$ cat src/rtl/led_pattern_sequencer.sv
// led_pattern_sequencer
//   Drives NUM_CHANNELS LED pins with a slow, selectable pattern. A
//   maximal-length XNOR LFSR acts as the prescaler. It emits a one-cycle tick
//   each time it wraps back to all-zeros, which happens every
//   2^NUM_LFSR_BITS-1 enabled clocks. Every tick flips a toggle bit and steps
//   a chase position. Those two values are then mapped onto the LEDs
//   according to the selected mode.
//
// Ports
//   i_Clk     system clock, rising edge
//   i_Reset   synchronous active-high reset
//   i_Enable  1 = prescaler advances, 0 = prescaler frozen (no ticks)
//   i_Mode    0 DEMUX, 1 CHASE, 2 ALL, 3 OFF
//   i_Sel     channel driven in DEMUX mode (out-of-range -> all off)
//   i_Dir     chase direction, 0 = up, 1 = down
//   o_LED     registered LED drive
//   o_Tick    registered one-cycle pulse per prescaler period
module led_pattern_sequencer #(
   parameter int unsigned NUM_CHANNELS  = 4,
   parameter int unsigned NUM_LFSR_BITS = 22,
   parameter int unsigned SEL_WIDTH     = 2
) (
   input  logic                    i_Clk,
   input  logic                    i_Reset,
   input  logic                    i_Enable,
   input  logic [1:0]              i_Mode,
   input  logic [SEL_WIDTH-1:0]    i_Sel,
   input  logic                    i_Dir,
   output logic [NUM_CHANNELS-1:0] o_LED,
   output logic                    o_Tick
);

   localparam int unsigned PW = $clog2(NUM_CHANNELS);

   typedef enum logic [1:0] {
      MODE_DEMUX = 2'd0,
      MODE_CHASE = 2'd1,
      MODE_ALL   = 2'd2,
      MODE_OFF   = 2'd3
   } mode_e;

   // Maximal-length tap positions (0-indexed) for an XNOR Fibonacci LFSR.
   function automatic logic [NUM_LFSR_BITS-1:0] tap_mask();
      logic [23:0] m;
      case (NUM_LFSR_BITS)
         3:       m = 24'h000006;
         4:       m = 24'h00000C;
         5:       m = 24'h000014;
         6:       m = 24'h000030;
         7:       m = 24'h000060;
         8:       m = 24'h0000B8;
         9:       m = 24'h000110;
         10:      m = 24'h000240;
         11:      m = 24'h000500;
         12:      m = 24'h000829;
         13:      m = 24'h00100D;
         14:      m = 24'h002015;
         15:      m = 24'h006000;
         16:      m = 24'h00D008;
         17:      m = 24'h012000;
         18:      m = 24'h020400;
         19:      m = 24'h040023;
         20:      m = 24'h090000;
         21:      m = 24'h140000;
         22:      m = 24'h300000;
         23:      m = 24'h420000;
         24:      m = 24'hE10000;
         default: m = '0;
      endcase
      return m[NUM_LFSR_BITS-1:0];
   endfunction

   localparam logic [NUM_LFSR_BITS-1:0] TAPS = tap_mask();

   logic [NUM_LFSR_BITS-1:0] lfsr_q, lfsr_d, lfsr_shift;
   logic                     tick_q, tick_d;
   logic                     toggle_q, toggle_d;
   logic [PW-1:0]            pos_q, pos_d;
   logic [NUM_CHANNELS-1:0]  led_q, led_d;
   mode_e                    mode;

   assign mode = mode_e'(i_Mode);

   // Every tap set has an even number of taps. A chained XNOR over them
   // therefore reduces to the XNOR-reduction of the masked state. All-ones
   // is the lock-up state, and the sequence starts from all-zeros.
   assign lfsr_shift = {lfsr_q[NUM_LFSR_BITS-2:0], ~^(lfsr_q & TAPS)};

   always_comb begin
      lfsr_d   = lfsr_q;
      tick_d   = 1'b0;
      toggle_d = toggle_q;
      pos_d    = pos_q;
      led_d    = '0;

      if (i_Enable) begin
         lfsr_d = lfsr_shift;
         tick_d = (lfsr_shift == '0);
      end

      if (tick_d) begin
         toggle_d = ~toggle_q;
         if (i_Dir) begin
            pos_d = (pos_q == '0) ? PW'(NUM_CHANNELS - 1) : pos_q - PW'(1);
         end else begin
            pos_d = (pos_q == PW'(NUM_CHANNELS - 1)) ? '0 : pos_q + PW'(1);
         end
      end

      // The output uses the post-update pattern state. This lets a tick and
      // a mode change on the same edge both show up immediately.
      case (mode)
         MODE_DEMUX: begin
            for (int unsigned i = 0; i < NUM_CHANNELS; i++) begin
               if (i_Sel == SEL_WIDTH'(i)) led_d[i] = toggle_d;
            end
         end
         MODE_CHASE: begin
            for (int unsigned i = 0; i < NUM_CHANNELS; i++) begin
               led_d[i] = (pos_d == PW'(i));
            end
         end
         MODE_ALL: led_d = {NUM_CHANNELS{toggle_d}};
         default:  led_d = '0;
      endcase
   end

   always_ff @(posedge i_Clk) begin
      if (i_Reset) begin
         lfsr_q   <= '0;
         tick_q   <= 1'b0;
         toggle_q <= 1'b0;
         pos_q    <= '0;
         led_q    <= '0;
      end else begin
         lfsr_q   <= lfsr_d;
         tick_q   <= tick_d;
         toggle_q <= toggle_d;
         pos_q    <= pos_d;
         led_q    <= led_d;
      end
   end

   assign o_LED  = led_q;
   assign o_Tick = tick_q;

endmodule
$ cat config.mk
export PLATFORM = sky130hd
export DESIGN_NAME = led_pattern_sequencer
export DESIGN_NICKNAME = d
export VERILOG_FILES = /design/src/rtl/led_pattern_sequencer.sv
export SDC_FILE = /design/constraint.sdc
export NUM_CORES = 1
export LEC_CHECK = 0
export CAP_MARGIN = 40
export CORE_MARGIN = 1
export CORE_UTILIZATION = 54
export DETAILED_ROUTE_END_ITERATION = 8
export PLACE_DENSITY_LB_ADDON = 0.3
export SLEW_MARGIN = 40
export SYNTH_ARGS = -nofsm -noshare
export SYNTH_HDL_FRONTEND = slang
export SYNTH_SLANG_ARGS = --single-unit
$ cat constraint.sdc
create_clock -name i_Clk -period 2.4 [get_ports i_Clk]
set_input_delay 0.36 -clock i_Clk [delete_from_list [all_inputs] [get_ports i_Clk]]
set_output_delay 0.36 -clock i_Clk [all_outputs]
set_load 0.01 [all_outputs]
==> flow_metrics.py <==
metrics = {
    "min_path": {
        "holdPathStages": 2,
        "hp-class": "reg2reg",
        "hold-path-endpoint": "lfsr_q[12]",
        "hold_start": "lfsr_q[12]",
    },
    "global_route": {
        "gr-total-overflow": 0,
        "antenna_found_initial": 0,
        "grt_pass1_wl_mm": 3.801,
        "grt_pass1_vias": 900,
        "grt_max_degree": 25,
        "grt_usage_pct": 21.36,
    },
    "clocking": {
        "htreeDepth": 2,
        "cts_buffer_depth": 2,
        "path_clk_slew_ps": 90,
        "cts_resized": 0,
        "cts_buffers": 5,
        "cts_tree": "done",
        "cts.sinks": 30,
        "root_buffer": "clkbuf_4",
        "ctsHoldBuffers": 0,
        "cts_setup_buffers": 0,
        "clk-insertion-delay-late_ps": 330,
    },
    "sta": {
        "skew_ps": 2.618,
        "layout_setup_ws_ps": 489.8,
        "max_freq_mhz": 523.5,
        "setup_viol": 0,
        "min_period_ps": 1910,
        "worstMarginPinSlew_ps": 353.1,
        "fin_crit_sh_pct": 79.59,
        "final.setup.tns_ps": 0,
        "slew_headroom_pct": 76.46,
        "rsz0062_at_grt": "no",
        "hold_violations": 0,
        "slew_viol_final": 0,
    },
    "drt": {
        "vias_per_cell": 5.628,
        "ant_nets": 0,
        "wl_mm": 2.374,
        "first_pass_iters": 4,
        "remaining_drc_errors": 0,
        "drt-initial-drc-count": 29,
        "wire_per_inst_um": 13.80,
        "vias": 968,
    },
    "synthesis": {
        "synth.avg_cell_area_sq_um": 10.21,
        "ys_seq_area_share_pct": 45.93,
        "netlist_area_sq_mm": 0.001308,
        "ys_ff_latch": 30,
        "synth_nets": 138,
        "yosys_warnings": 0,
        "synth_edf_count": 0,
        "synth_top_flop_cell": "dfxtp_1",
        "async_flop_share_pct": 0,
        "netlist_instances": 128,
        "synthDistinctLibCells": 30,
    },
    "cells_and_area": {
        "final_nets": 153,
        "regArea_sq_um": 600.6,
        "syn_to_final_growth_pct": 15.79,
        "diodes": 0,
        "fillers": 200,
        "drive_gt1_share_pct": 12.50,
        "multi_input_area_sq_um": 660.6,
    },
    "critical_path": {
        "r2r_setup_slack_ps": 490,
        "crit_path_end_kind": "flip-flop",
        "crit_family": "simple AND/OR/NAND/NOR gates",
        "cpMaxStageDelayCell": "clkdlybuf4s50_1",
        "worst_setup_path_start_kind": "input pin",
        "r2r_end": "o_LED[3]",
        "rr_worst_depth": 5,
        "cp.arrival_ps": 2140,
        "worstSetupPathType": "in2reg",
        "slowest_delay_ps": 480,
        "cp_data_required_time_ps": 2630,
        "crit_buf_inv": 1,
        "cp_max_fo": 6,
        "rr_startpoint": "lfsr_q[21]",
        "crit_chain": "clkdlybuf4s50_1, nor4b_4, nand4_2, nor2_4, mux2_2, a32o_1",
    },
    "placement": {
        "portBuffers": 12,
        "gp_congestion": 0.7508,
        "dp_slack_ps": 134.1,
        "hpwl_mm": 1.710,
    },
    "floorplanning": {
        "core.rowCount": 17,
        "core_area_sq_mm": 0.002255,
        "ios": 13,
        "die_area_sq_mm": 0.002622,
        "start_util_pct": 57.99,
        "die_h_um": 51.21,
        "die_x_um": 51.21,
    },
    "run": {
        "max_cap_viol_count": 0,
    },
    "run_status": {
        "status": "complete, no violations",
    },
    "power": {
        "leakage_nw": 0.6486,
        "peakVddDrop_mv": 0.3954,
        "p_total_mw": 0.8821,
        "p_per_area_mw_per_mm2": 582.6,
    },
}
## cell type report
class / count / area share, %
sequential: 30 / 39.67
clock inverter: 1 / 0.3306
inverter: 6 / 1.488
clock buffer: 7 / 3.636
timing repair buffer: 14 / 8.926
tap: 28 / 2.314
multi-input combinational: 86 / 43.64
## state kept, by name, indices dropped and copies added, names as in the netlist
signal	cells
o_LED	4
toggle_q	1
o_Tick	1
lfsr_q	22
pos_q	2
## cell usage after synthesis (2+ instances only)
cell      instances  area share, %
buf_1             3           0.86
clkbuf_1          2           0.57
a21oi_1           3            1.1
nor2_1           25            7.2
xnor2_1           2            1.3
a21o_1            2            1.1
a32o_1            2            1.5
o32ai_1           2            1.3
ha_1              2            1.9
dfxtp_1          30             46
nor2b_1           2           0.96
inv_1             6            1.7
mux2_2            2            1.7
nor3_1            2           0.77
nor3b_1           2            1.1
nand2_1           3           0.86
mux2i_1          24             18
nor4_1            2           0.96
## per-stage QoR
step | cell area [sq um] | hold WS [ps] | std cells | util (%)
floorplan | 1308 | 483.0 | 128 | -
global placement | 1454 | 506.8 | 164 | 64.48
detailed placement | 1454 | 515.4 | 164 | 64.48
CTS | 1514 | 540.9 | 172 | 67.15
global route | 1514 | 563.1 | 172 | 67.15
finish | 1514 | 534.2 | 172 | 67.15
## worst max path at each step
stage	start	end	slack (ps)	depth (start not counted)
finish	i_Enable	o_LED[3]	490	6
global route	lfsr_q[21]	o_LED[3]	370	5
CTS	i_Enable	o_LED[2]	500	6
detailed placement	i_Enable	o_LED[2]	130	6
global placement	i_Enable	o_LED[2]	220	6
floorplan	i_Enable	o_LED[2]	620	6
## power breakdown
group,switching [mW],internal (mW),leakage (nW)
registers,0.00373,0.501,0.242
clock network,0.175,0.142,0.0353
logic,0.0302,0.0306,0.371
total,0.209,0.673,0.649
## cells by family (layout without fill, tap and decap cells)
| logic type | count (synthesis) | count (layout) | share of synthesized area [%] |
|---|---|---|---|
| buffers and inverters | 12 | 28 | 3.540 |
| XOR/XNOR | 3 | 3 | 2.010 |
| flip-flops | 30 | 30 | 45.93 |
| AND/OR/NAND/NOR | 43 | 43 | 19.14 |
| adder cells (fa/ha/maj) | 2 | 2 | 1.914 |
| multiplexers | 26 | 26 | 20.10 |
| AO/OA/AOI/OAI | 12 | 12 | 7.368 |
## cell usage in the layout, fill, tap and decap left out, types with 3 or more instances in the layout
| cell type | count |
|---|---|
| nor2_1 | 25 |
| nand2_1 | 3 |
| mux2i_1 | 24 |
| clkbuf_4 | 5 |
| a21oi_1 | 3 |
| dfxtp_1 | 30 |
| clkdlybuf4s50_1 | 12 |
| inv_1 | 6 |
## metal layers
layer / GRT usage, % / vias to the layer above / share of wire, %
met2: 31.36 / 30 / 45
met4: 18.06 / 0 / 4.7
met1: 22.53 / 448 / 43
met5: 0 / - / 0
li1: - / 476 / -
met3: 10.71 / 14 / 6.8
## tightest hold or removal path, delay by kind of cell, from the launching register on
family | cells | cell delay [ps]
and+or+nand+nor | 1 | 70
muxes | 1 | 70
DFF | 1 | 360
No activity file was read; power rests on OpenSTA's default activity.
